--- config.mk ---
export PLATFORM = sky130hd
export DESIGN_NAME = process_scheduler
export DESIGN_NICKNAME = d
export VERILOG_FILES = /design/src/rtl/process_scheduler_pkg.sv /design/src/rtl/process_scheduler_rr_picker.sv /design/src/rtl/process_scheduler.sv
export SDC_FILE = /design/constraint.sdc
export NUM_CORES = 1
export LEC_CHECK = 0
export ABC_AREA = 1
export BUFFER_PORTS_ARGS = -buffer_cell sky130_fd_sc_hd__clkbuf_2
export CAP_MARGIN = 25
export CORE_MARGIN = 5
export CORE_UTILIZATION = 58
export DETAILED_ROUTE_END_ITERATION = 7
export PLACE_DENSITY = 0.8
export SYNTH_ARGS = -nofsm -noshare
export SYNTH_HDL_FRONTEND = slang
export SYNTH_SLANG_ARGS = --single-unit
--- constraint.sdc ---
create_clock -name CLK -period 3.2 [get_ports CLK]
set_input_delay 0.32 -clock CLK [delete_from_list [all_inputs] [get_ports CLK]]
set_output_delay 0.32 -clock CLK [all_outputs]
set_load 0.01 [all_outputs]
--- src/rtl/process_scheduler_pkg.sv ---
// Shared definitions for the round-robin process scheduler: default sizing
// and the scheduler state encoding.
package process_scheduler_pkg;

    localparam int NUM_PROC_DEF = 8;
    localparam int PID_W_DEF    = 3;

    typedef enum logic [2:0] {
        S_IDLE  = 3'd0,
        S_PICK  = 3'd1,
        S_LOAD  = 3'd2,
        S_START = 3'd3,
        S_RUN   = 3'd4,
        S_SAVE  = 3'd5
    } state_t;

endpackage

--- src/rtl/process_scheduler_rr_picker.sv ---
// Combinational round-robin picker: finds the first ready slot after base,
// wrapping around, with base itself considered last.
module process_scheduler_rr_picker
    import process_scheduler_pkg::*;
#(
    parameter int NUM_PROC = NUM_PROC_DEF,
    parameter int PID_W    = PID_W_DEF
) (
    input  logic [NUM_PROC-1:0] ready,
    input  logic [PID_W-1:0]    base,
    output logic                hit,
    output logic [PID_W-1:0]    pid
);

    logic [NUM_PROC-1:0] rot;
    logic [PID_W-1:0]    idx;

    // Rotate so that bit 0 is slot base+1; the last bit wraps back to base.
    generate
        for (genvar gi = 0; gi < NUM_PROC; gi++) begin : g_rot
            assign rot[gi] = ready[base + PID_W'(gi + 1)];
        end
    endgenerate

    // Priority-encode the lowest set bit of the rotated vector.
    always_comb begin
        hit = 1'b0;
        idx = '0;
        for (int i = NUM_PROC - 1; i >= 0; i--) begin
            if (rot[i]) begin
                hit = 1'b1;
                idx = PID_W'(i);
            end
        end
    end

    // Un-rotate back to an absolute PID (modulo NUM_PROC by truncation).
    assign pid = base + idx + PID_W'(1);

endmodule

--- src/rtl/process_scheduler.sv ---
// Round-robin process scheduler: keeps the ready/blocked table, sequences
// save/load context switches and drives the quantum timer control pulses.
module process_scheduler
    import process_scheduler_pkg::*;
#(
    parameter int NUM_PROC = NUM_PROC_DEF,
    parameter int PID_W    = PID_W_DEF
) (
    input  logic             CLK,
    input  logic             Reset,
    input  logic             Enable,
    input  logic             Spawn,
    input  logic [PID_W-1:0] SpawnPID,
    input  logic             Finalize,
    input  logic             IOBlock,
    input  logic             IODone,
    input  logic [PID_W-1:0] IODonePID,
    input  logic             OutOfQuantum,
    input  logic             SaveAck,
    input  logic             LoadAck,
    output logic             SaveReq,
    output logic             LoadReq,
    output logic [PID_W-1:0] CurrentPID,
    output logic [PID_W-1:0] NextPID,
    output logic             Running,
    output logic             PREEMP_ON,
    output logic             PREEMP_OFF
);

    state_t              state_reg, state_next;
    logic [PID_W-1:0]    cur_pid_reg, cur_pid_next;
    logic [PID_W-1:0]    next_pid_reg, next_pid_next;
    logic [NUM_PROC-1:0] ready_reg, ready_next;
    logic [NUM_PROC-1:0] blocked_reg, blocked_next;
    logic                preemp_off_reg, preemp_off_next;

    logic                pick_hit;
    logic [PID_W-1:0]    pick_pid;

    process_scheduler_rr_picker #(
        .NUM_PROC (NUM_PROC),
        .PID_W    (PID_W)
    ) u_picker (
        .ready (ready_reg),
        .base  (cur_pid_reg),
        .hit   (pick_hit),
        .pid   (pick_pid)
    );

    // Register all scheduler state; reset overrides every input.
    always_ff @(posedge CLK) begin
        if (Reset) begin
            state_reg      <= S_IDLE;
            cur_pid_reg    <= '0;
            next_pid_reg   <= '0;
            ready_reg      <= '0;
            blocked_reg    <= '0;
            preemp_off_reg <= 1'b0;
        end else begin
            state_reg      <= state_next;
            cur_pid_reg    <= cur_pid_next;
            next_pid_reg   <= next_pid_next;
            ready_reg      <= ready_next;
            blocked_reg    <= blocked_next;
            preemp_off_reg <= preemp_off_next;
        end
    end

    // Next-state logic; RUN events are resolved Finalize > IOBlock > quantum > disable.
    always_comb begin
        state_next      = state_reg;
        cur_pid_next    = cur_pid_reg;
        next_pid_next   = next_pid_reg;
        preemp_off_next = 1'b0;
        case (state_reg)
            S_IDLE: begin
                if (Enable && (|ready_reg)) state_next = S_PICK;
            end
            S_PICK: begin
                if (Enable && pick_hit) begin
                    next_pid_next = pick_pid;
                    state_next    = S_LOAD;
                end else begin
                    preemp_off_next = 1'b1;
                    state_next      = S_IDLE;
                end
            end
            S_LOAD: begin
                if (LoadAck) begin
                    cur_pid_next = next_pid_reg;
                    state_next   = S_START;
                end
            end
            S_START: state_next = S_RUN;
            S_RUN: begin
                if (Finalize)          state_next = S_PICK;
                else if (IOBlock)      state_next = S_SAVE;
                else if (OutOfQuantum) state_next = S_SAVE;
                else if (!Enable)      state_next = S_SAVE;
            end
            S_SAVE: begin
                if (SaveAck) begin
                    if (Enable) begin
                        state_next = S_PICK;
                    end else begin
                        preemp_off_next = 1'b1;
                        state_next      = S_IDLE;
                    end
                end
            end
            default: state_next = S_IDLE;
        endcase
    end

    // Ready/blocked table: clears from the running process first, sets applied last so they win.
    always_comb begin
        ready_next   = ready_reg;
        blocked_next = blocked_reg;
        if (state_reg == S_RUN) begin
            if (Finalize) begin
                ready_next[cur_pid_reg] = 1'b0;
            end else if (IOBlock) begin
                ready_next[cur_pid_reg]   = 1'b0;
                blocked_next[cur_pid_reg] = 1'b1;
            end
        end
        if (IODone && blocked_reg[IODonePID]) begin
            blocked_next[IODonePID] = 1'b0;
            ready_next[IODonePID]   = 1'b1;
        end
        if (Spawn) begin
            ready_next[SpawnPID]   = 1'b1;
            blocked_next[SpawnPID] = 1'b0;
        end
    end

    assign SaveReq    = (state_reg == S_SAVE);
    assign LoadReq    = (state_reg == S_LOAD);
    assign Running    = (state_reg == S_RUN);
    assign PREEMP_ON  = (state_reg == S_START);
    assign PREEMP_OFF = preemp_off_reg;
    assign CurrentPID = cur_pid_reg;
    assign NextPID    = next_pid_reg;

endmodule

==> flow_summary_export.csv <==
group,metric,value,unit
outcome,status,"complete, no violations",
synth,synthArstFlopShare,0,%
synth,synthAdderAreaFrac,5.13,%
floorplan,rows,21,
global_routing,grt_overflow,0,
setup_path,crit_path_cell_trace,"inv_8, ha_1, inv_2, nand3_1, nand2_1, nand2_1, nand2_1, a21oi_1, o21ai_0, nand2_1, nand2_1, nand2_1, ha_1, inv_1, fa_1, xor2_1, inv_1, nand2_1, nand2_1, a21oi_2",
floorplan,die_width,70.1,µm
layout,layout.nets,385,
timing,tightest_slew,0.524,ns
setup_path,r2r_slack,0.51,ns
layout,syn_to_final_growth,9.60,%
layout,fillers,349,
timing,finClkSkew,0.00839,ns
timing,setup_viol,0,
cts,cts-root-buf,"clkbuf_4",
pwr,p_leak,1.19,nW
timing,fmax,0.372,GHz
setup_path,critPathTopFamily,"adder cells",
synth,ys_dominant_reg_cell,"dfxtp_1",
route,vias,2151,
cts,cts_htree_levels,1,
global_routing,grt_max_degree,20,
setup_path,critPathSlowestCell,"dfxtp_1",
synth,synth_top_family_by_area,"simple AND/OR/NAND/NOR gates",
synth,synth_area_leaders,"dfxtp_1, nand2_1, inv_1",
cts,clk_path_buf_depth,2,
synth,synth_compound_area_share,12.2,%
global_routing,antenna_found_initial,0,
worst_hold_path,hold_class,"in2reg",
placed_design,place_hpwl,3.87,mm
setup_path,reg2reg_depth,20,
synth,syn_inst,333,
timing,slew_headroom,64.9,%
synth,yosysSeqAreaShare,24.8,%
cts,post_cts_buffers,0,
layout,n_antenna_cell,0,
synth,synth_edf_count,0,
route,drtPass1Iterations,4,
global_routing,grt_pass1_vias,2003,
worst_hold_path,min_from,"SaveAck",
synth,synthMuxAreaShare,0,%
route,drc,0,
synth,avgSynthCellArea,6.30,µm²
floorplan,die_h,70.1,µm
placed_design,routabilityCongestion,0.880,
cts,ctsResizeCount,0,
synth,yosysTopAreaCellShare,24.8,%
setup_path,r2r-start,"CurrentPID[0]",
synth,synth_area_leader_cell,"dfxtp_1",
pwr,vdd.ir_drop.worst,183,µV
route,drt_iter0_drc,63,
cts,cts_tree,"yes",
global_routing,grt_use_total,20.3,%
cts,cts-hold-fix-buffers,0,
synth,synthSimpleGateAreaFrac,42.9,%
setup_path,cp_data_arrival_time,2.96,ns
job,max-cap-violations,0,
setup_path,path_depth,20,
cts,clk_pin_slew,0.15,ns
setup_path,crit_path_end_kind,"flip-flop",
route,ant_nets,0,
global_routing,grt_pass1_wl,8.52,mm
synth,synth.distinct_cells,34,
setup_path,slowest_delay,0.46,ns
floorplan,pin_count,27,
worst_hold_path,hold_depth,3,
synth,yosys.area_share.xor_xnor,2.56,%
layout,final_cell_area,2300,µm²
floorplan,start_util,61.4,%
synth,yosys_warnings,0,
route,viasPerCell,5.30,
synth,synth_nets,357,
setup_path,crit_path_max_fanout,10,
timing,period_minus_slack,2.69,ns
placed_design,detailed_place.area,2260,µm²
setup_path,crit_type,"reg2reg",
layout,drive_gt1_share,18.9,%
pwr,power,696,µW
floorplan,die_area,4920,µm²
synth,yosysMostFrequentCell,"nand2_1",
cts,cts_num_sinks,26,
placed_design,io_buffer_count,26,
timing,drv_slew,0,
timing,finalCritPeriodShare,83.9,%
cts,clock_latency,0.32,ns
timing,hold_viol,0,
floorplan,core_area,3420,µm²
setup_path,reg2reg_to,"NextPID[2]",
setup_path,cp_common_cell,"nand2_1",
synth,synth_area,2100,µm²
timing,rsz0062_at_grt,"no",
pwr,powerDensity,303,nW/µm²
route,drt-total-wl,4.73,mm
cts,cts_inserted_buffers,3,
setup_path,required,3.48,ns
setup_path,path_buf_inv,4,
route,wl_per_cell,11.6,µm
synth,synth.ff_latch_count,26,
setup_path,crit_path_start_kind,"flip-flop",
timing,fin_tns_setup,0,ns
synth,synthTopCellsByCount,"nand2_1, inv_1, nand3_1",
worst_hold_path,holdPathEnd,"PREEMP_OFF",
==> cells by family (layout without fill, tap and decap cells) <==
family | after synthesis | after routing
simple gates | 186 | 186
flops | 26 | 26
buf+inv | 61 | 88
fa+ha+maj | 8 | 8
xor+xnor | 4 | 4
compound gates | 48 | 48
==> worst reg2reg max path: cells and delay by family, from the launching register on <==
kind,cells,cell delay (ns)
adders and majority gates,3,0.90
AOI/OAI and AO/OA,3,0.29
and+or+nand+nor,9,0.55
xor gates and xnor gates,1,0.18
DFF,1,0.46
buffers and inverters,4,0.26
==> metal layers <==
layer,vias up,wire [µm],global-route usage [%]
met5,-,0,0
met4,0,58,4.47
met3,8,245,2.58
met2,62,2200,35.0
met1,963,2230,27.0
li1,1118,-,-
==> final cells by class <==
type / count / area (µm²) / area share (%)
repair buffers: 29 / 153 / 6.64
inverters: 55 / 214 / 9.30
well taps: 46 / 57.6 / 2.50
flip-flops and latches: 26 / 520 / 22.6
clock buffers: 4 / 36.3 / 1.58
multi-input cells: 246 / 1320 / 57.3
==> report_power, final <==
group | internal (mW) | total, mW | switching [mW]
Sequential | 0.333 | 0.343 | 0.00965
Clock | 0.0695 | 0.171 | 0.101
Combinational | 0.0681 | 0.183 | 0.115
Total | 0.471 | 0.696 | 0.226
==> stage by stage <==
step	utilization [%]	setup slack [ns]	hold WS [ns]	cells
floorplan	-	0.391	0.477	333
global placement	66.3	0.590	0.463	402
detailed placement	66.3	0.530	0.466	402
CTS	67.3	0.515	0.257	406
global route	67.3	0.164	0.268	406
finish	67.3	0.515	0.252	406
==> worst max-delay path by stage <==
stage,end,from
after global placement,NextPID[2],CurrentPID[0]
after CTS,NextPID[2],CurrentPID[0]
after global routing,NextPID[2],CurrentPID[0]
after floorplan,NextPID[2],CurrentPID[1]
after detailed placement,NextPID[2],CurrentPID[0]
final,NextPID[2],CurrentPID[0]
==> layout by cell type (no fill, tap or decap), drive strengths merged <==
cell / Yosys / layout
clkbuf: 3 / 30
inv: 55 / 55
a41oi: 1 / 1
dfxtp: 26 / 26
nand2: 97 / 97
xor2: 3 / 3
o22ai: 1 / 1
buf: 3 / 3
o21ai: 11 / 11
a31oi: 1 / 1
o2111ai: 1 / 1
nand4: 1 / 1
o211ai: 1 / 1
nand3b: 1 / 1
xnor2: 1 / 1
fa: 1 / 1
a21oi: 32 / 32
nand3: 41 / 41
nor2: 31 / 31
ha: 7 / 7
nor3: 15 / 15
(Power assumes the default switching activity.)
